[config.mk]
export PLATFORM = sky130hd
export DESIGN_NAME = sqrt_arbiter
export DESIGN_NICKNAME = d
export VERILOG_FILES = /design/src/rtl/sqrt_arbiter.sv
export SDC_FILE = /design/constraint.sdc
export NUM_CORES = 1
export LEC_CHECK = 0
export CORE_ASPECT_RATIO = 0.9
export CORE_UTILIZATION = 43
export CTS_BUF_LIST = sky130_fd_sc_hd__clkbuf_4 sky130_fd_sc_hd__clkbuf_8 sky130_fd_sc_hd__clkbuf_16
export DETAILED_ROUTE_END_ITERATION = 8
export PLACE_DENSITY = 0.92
export SLEW_MARGIN = 20
export SYNTH_ARGS = -nofsm -noshare
export SYNTH_HDL_FRONTEND = slang
export SYNTH_SLANG_ARGS = --single-unit
export TNS_END_PERCENT = 1
[constraint.sdc]
create_clock -name clk -period 4.55 [get_ports clk]
set_input_delay 0.91 -clock clk [delete_from_list [all_inputs] [get_ports clk]]
set_output_delay 0.91 -clock clk [all_outputs]
set_load 0.05 [all_outputs]
[src/rtl/sqrt_arbiter.sv]
// Round-robin front end that shares one square-root engine between four requesters,
// with a watchdog that turns a hung engine job into an error response.
module sqrt_arbiter #(
    parameter int TIMEOUT = 63
) (
    input  logic        clk,
    input  logic        rst,
    input  logic [3:0]  req,
    input  logic [63:0] din,
    output logic [3:0]  ack,
    output logic        rsp_valid,
    input  logic        rsp_ready,
    output logic [1:0]  rsp_id,
    output logic [15:0] rsp_data,
    output logic        rsp_err,
    output logic        busy,
    output logic        eng_start,
    output logic [15:0] eng_din,
    input  logic        eng_busy,
    input  logic [15:0] eng_dout
);

    typedef enum logic [1:0] {IDLE, LAUNCH, RUN, RESP} state_t;

    localparam logic [7:0] TMO_LAST = 8'(TIMEOUT - 1);

    state_t      state;
    state_t      state_nxt;
    logic [1:0]  last;
    logic [7:0]  cnt;
    logic        gnt_valid;
    logic [1:0]  gnt_idx;
    logic [1:0]  cand;
    logic        first_run;
    logic        done;
    logic        expired;

    // Search starts one past the previous winner so every requester gets a turn.
    always_comb begin
        gnt_valid = 1'b0;
        gnt_idx   = last;
        cand      = last;
        for (int k = 1; k <= 4; k++) begin
            cand = last + 2'(k);
            if (!gnt_valid && req[cand]) begin
                gnt_valid = 1'b1;
                gnt_idx   = cand;
            end
        end
    end

    // The engine only raises eng_busy the cycle after start, so the first RUN cycle is blind.
    assign first_run = (cnt == 8'd0);
    assign done      = !first_run && !eng_busy;
    assign expired   = (cnt == TMO_LAST);

    always_comb begin
        state_nxt = state;
        case (state)
            IDLE:    if (gnt_valid) state_nxt = LAUNCH;
            LAUNCH:  state_nxt = RUN;
            RUN:     if (done || expired) state_nxt = RESP;
            RESP:    if (rsp_ready) state_nxt = IDLE;
            default: state_nxt = IDLE;
        endcase
    end

    // Response handshake: rsp_valid holds with stable id/data/err until a cycle with rsp_ready=1.
    assign ack       = (state == IDLE && gnt_valid) ? (4'b0001 << gnt_idx) : 4'b0000;
    assign busy      = (state != IDLE);
    assign eng_start = (state == LAUNCH);
    assign rsp_valid = (state == RESP);

    always_ff @(posedge clk or posedge rst) begin
        if (rst) begin
            state    <= IDLE;
            last     <= 2'd3;
            cnt      <= 8'd0;
            eng_din  <= 16'h0000;
            rsp_id   <= 2'd0;
            rsp_data <= 16'h0000;
            rsp_err  <= 1'b0;
        end else begin
            state <= state_nxt;
            case (state)
                IDLE: begin
                    if (gnt_valid) begin
                        eng_din <= din[{gnt_idx, 4'b0000} +: 16];
                        rsp_id  <= gnt_idx;
                        last    <= gnt_idx;
                    end
                end
                LAUNCH: cnt <= 8'd0;
                RUN: begin
                    cnt <= cnt + 8'd1;
                    // Normal completion wins over a watchdog expiry in the same cycle.
                    if (done) begin
                        rsp_data <= eng_dout;
                        rsp_err  <= 1'b0;
                    end else if (expired) begin
                        rsp_data <= 16'h0000;
                        rsp_err  <= 1'b1;
                    end
                end
                default: ;
            endcase
        end
    end

endmodule

Word level (Yosys, flattened, before mapping)
Cells that the tools add are included.
Widths: inputs -> output; s select.
Storage, ports and cells
  input bits: 88
  memories kept: 0
  memory bits (read-only): 0
  bits in writable memories: 0
  bits in registers: 47
  logic and storage cells: 69
  latch bits: 0
  output and inout bits: 42
Operators by class
  $add $sub $neg: 4
  shift operators: 2
  reductions and logical operators: 19
  div/mod/pow operators: 0
  order comparisons: 4
  muxes and demuxes: 26
  eq/ne operators: 7
  bitwise logic cells: 0
  $mul: 0
Operators by type and width (count)
  $shiftx 64x7->16: 1
  $mux 16: 2
  $pmux 8 s2: 1
  $mux 2: 7
  $lt 2x3->1 const B: 4
  $mux 1: 10
  $add 8x1->8 const B: 1
  $bmux 1 s2: 4
  $eq 8x6->1 const B: 1
  $logic_not 8->1: 1
  $pmux 2 s4: 1
  $reduce_bool 2->1: 3
  $logic_and 1x1->1: 5
  $logic_not 1->1: 5
  $add 2x2->2 const B: 2
  $eq 2x2->1 const B: 2
  $mux 4: 1
  $ne 2x2->1 const B: 2
  $reduce_and 2->1: 2
  $shl 1x2->4 const A: 1
  $reduce_and 3->1: 1
  $add 2x1->2 const B: 1
  $eq 2x1->1 const B: 1
  $logic_not 2->1: 1
  2 further kinds: 2

Depth between registers and ports, before layout
  word-level depth: 15
  mapped depth: 8
  gate-level depth less buffers: 7

Worst setup path after synthesis
OpenSTA, ideal clock, no wires.
  path kind: reg2out
  start point: reg state[0]
  end point: out ack[1]
  data required time: 3.640 ns
  arrival time: 2.322 ns
  buffers on the path: 1
  stages on the path, launching flop included: 8
  setup slack: 1.318 ns
  path through: dfrtp_1 inv_1 ha_1 inv_1 nor2_1 nand2_1 buf_4 nor2_1
Between the ends
  word-level cells in the longest chain between the ends: 3
RTL lines
  from (decl): line 27  | state_t state;
  from (signal assigned): line 84  | state <= state_nxt;
  $logic_not 2->1: line 69  | assign ack = (state == IDLE && gnt_valid) ? (4'b0001 << gnt_idx) : 4'b0000;
  $logic_and 1x1->1: line 69
  $mux 4: line 69
  to (decl): line 10  | output logic [3:0] ack,
Every way passes these cells.

Final worst setup path
  start point: in req[3]
  end point: out ack[2]
Between the ends
  word-level cells in the longest chain between the ends: 14
  elaborated cells on any way between the ends: 25
  those cells by class: shift (1); mux (17); reduce/logical (7)
RTL lines
  from (decl): line 8  | input logic [3:0] req,
  $bmux 1 s2: line 45  | if (!gnt_valid && req[cand]) begin
  $mux 1 (implied by the code): line 45
  $mux 1: line 45
  $logic_not 1->1: line 45
  $logic_and 1x1->1: line 45
  $mux 1: line 45
  $logic_not 1->1: line 45
  $logic_and 1x1->1: line 45
  $mux 1: line 45
  $logic_not 1->1: line 45
  $logic_and 1x1->1: line 45
  $mux 2 or $mux 1 (tied branches): line 45
  $shl 1x2->4 or $logic_and 1x1->1 (tied branches): line 69
  $mux 4 *: line 69
Every way passes the cells marked *; elsewhere a longest branch is shown, timed or not. The select of a mux whose other input is x is not followed.

==> results.md <==
* Status: finished, final reports clean
* Initial core utilization at 0.447
* Die Y at 74.8 um
* Crit start category: input pin
* Clk network pwr share at 0.124
* CP arrival at 2.97 ns
* Core ar. at 0.00566 sq mm
* Clock Skew at 0.00912 ns
* Clk slew on worst S/H paths at 0.08 ns
* Synth Area in Adders at 0.0346
* Syn Area/Cell at 11.1 sq um
* Slew margin rel. at 0.378
* Post-CTS setup buffer count at 0
* Top cell type's share of synthesized area at 0.445
* Die width at 82.9 um
* Drc violations at 0
* Static leakage at 1.73 nW
* Max-Cap Viols at 0
* Hold Path Class: register to register
* Net load switching power at 0.00138 W
* Combinational family with the most area after synthesis: compound AO/OA/AOI/OAI gates
* Switching Share at 0.480
* Synthesized Nets at 324
* Setup Crit Path Kind: input pin to primary output
* Die ar. at 0.00620 sq mm
* Vias at 2261
* Synthesized cell area at 0.00253 sq mm
* CTS max path bufs at 2
* # clock sinks at 47
* Fin. max-slew vios at 0
* Synth Register Bits at 47
* Most frequent cell after synthesis: dfrtp_1
* Synth top area cells: dfrtp_1 (44%), mux2i_1 (13%), a22o_1 (5.5%)
* Antenna cells at 0
* Vias in the first global route at 2192
* Peak supply drop at 504 uV
* First-pass GRT wire length at 10.7 mm
* Seq/Total Area, Yosys at 0.466
* DR WL/cell at 16.0 um
* Syn Inst Count at 229
* Post-synthesis mux area share at 0.130
* Critical Path RT at 3.64 ns
* Compound-Gate Fraction of Synth Area at 0.192
* Initial antenna violation count at 0
* PortBufs at 129
* CP endpoint kind: primary output
* Net count, final at 449
* Initial DRC Count at 68
* RSZ-0062 raised after global routing: false
* Final HPWL DP at 5.20 mm
* Commonest cells in the synthesized netlist: dfrtp_1 (45), mux2i_1 (33), nand2_1 (26)
* CTS tree: done
* Yosys warns at 0
* Max Clk Rate at 0.258 GHz
* Post-Synth Simple-Gate Area at 0.107
* Yosys cell types at 35
* Post-Synth XOR/XNOR Area at 0.00692
* Period minus WS final at 3.88 ns
* Synth-to-Final Area Change at 56.4%
* I/O pins at 130
* P_int at 0.00150 W
* Sequential share of power at 0.247
* Pin count of the biggest net entering global routing at 48
* Number of flops mapped to enable cells by yosys at 0
* All-layer global routing usage at 0.216
* Drt pass-1 iters at 4
* Antenna Nets Post-Route at 0
* Number of H-tree levels at 2
* Area leader, netlist: dfrtp_1
* Clock Latency Late Sink at 0.29 ns
* GR Overflow Total at 0
* Combinational share of power at 0.629
* Pwr/cell area at 729 mW/mm^2
* Setup TNS Final at 0 ns
* Share of layout cells above drive strength 1 at 0.0817
* Post-CTS Resized at 0
* Root buffer cell: clkbuf_8
* Dominant synthesized flop cell: dfrtp_1
* Slew @ Worst Pin at 0.932 ns
* Post-Route WL at 6.80 mm
* Post-synth ARST share at 1.00
* FP Rows at 26
* Gpl congestion at 0.805
* Final hold vios at 0
* Total power at 0.00289 W
* Place WS at 0.694 ns
* Max Fanout on Critical Path at 8
* Vias/cell at 5.32
* Fillers at 424
* CTS buffer count at 5
* Hold_buf cts at 0
* Final setup violation count at 0
* Final Cycle Share at 0.853
* Fin worst setup slack at 0.670 ns
metal layers:
metal | vias to the layer above | part of all wire | global-route usage
met4 | 0 | 0.0028 | 0.0383
li1 | 1084 | - | -
met5 | - | 0 | 0
met3 | 4 | 0.073 | 0.0471
met1 | 1081 | 0.44 | 0.277
met2 | 92 | 0.49 | 0.389
state kept, by name, indices dropped and copies added, names as in the netlist:
register,cells
state,2
eng_din,16
cnt,8
rsp_err,1
last,2
rsp_id,2
rsp_data,16
power by group through the flow:
stage | registers (W) | logic (W) | clock network (W)
finish | 0.000712 | 0.00182 | 0.000358
CTS | 0.000713 | 0.00183 | 0.000364
global route | 0.000737 | 0.00192 | 0.000381
floorplan | 0.00121 | 0.000802 | 0
detailed placement | 0.000718 | 0.00183 | 0
global placement | 0.000711 | 0.00179 | 0
logic make-up after synthesis:
kind of cell               count (synthesis)
DFF                                       47
AOI/OAI and AO/OA                         56
muxes                                     33
xor gates and xnor gates                   2
adders and majority gates                  7
buffers and inverters                     26
and+or+nand+nor                           58
through the flow:
| step | utilization | cells | cell area, sq um | hold WS (ns) |
|---|---|---|---|---|
| finish | 0.699 | 425 | 3960 | 0.482 |
| global placement | 0.675 | 417 | 3820 | 0.461 |
| floorplan | - | 229 | 2530 | 0.466 |
| detailed placement | 0.675 | 417 | 3820 | 0.465 |
| global route | 0.699 | 425 | 3960 | 0.512 |
| CTS | 0.699 | 425 | 3960 | 0.485 |
area by class of cell:
cell class,count,area (sq um),share of cell area
repair buffers,133,1310,0.331
multi-input cells,156,1200,0.304
flip-flops and latches,47,1180,0.298
well taps,70,87.6,0.0221
clock buffers,5,68.8,0.0174
clock inverters,3,67.6,0.0171
inverters,11,41.3,0.0104
worst max-delay path, stage by stage:
cell and delay, ns:
clkdlybuf4s50_1 0.46, nor4_1 0.64, nor2_1 0.26, nand2b_1 0.39, nor2b_1 0.10, buf_4 0.21
final timing paths:
path	start	to	slack (ns)	cells past startpoint
worst max-delay path	req[3]	ack[2]	0.67	6
worst min-delay path	rsp_id[1]	rsp_id[1]	0.48	2
worst max register to register	last[0]	eng_din[4]	2.23	6
worst min register to register	rsp_id[1]	rsp_id[1]	0.48	2
max in group asynchronous	rst	rsp_id[0]	2.82	2
min in group asynchronous	rst	rsp_data[3]	1.15	2
layout by cell type (no fill, tap or decap):
master	synthesis	final
o211ai_1	1	1
dfstp_2	2	2
clkdlybuf4s50_1	0	125
o32a_1	1	1
o21a_1	1	1
nand3_1	5	5
clkbuf_8	0	5
xnor2_1	2	2
a221oi_4	0	1
o31ai_1	1	1
dfrtp_1	45	45
ha_1	7	7
nand2b_1	6	6
a21oi_1	5	5
bufinv_16	0	2
a22o_1	16	16
o221ai_2	9	9
inv_1	11	10
nor3b_1	1	1
mux2i_1	33	33
nor4_1	3	3
o221ai_1	7	7
nor2_1	10	10
a221oi_1	1	1
and2_1	1	1
o21ai_1	2	2
nor2b_1	2	2
inv_2	0	1
buf_4	2	8
nand2_1	26	26
clkinvlp_4	0	1
nand4_1	1	1
a31oi_1	3	3
and3_1	2	2
o21ai_0	8	8
and4_1	1	1
No activity file was read; power rests on OpenSTA's default activity.
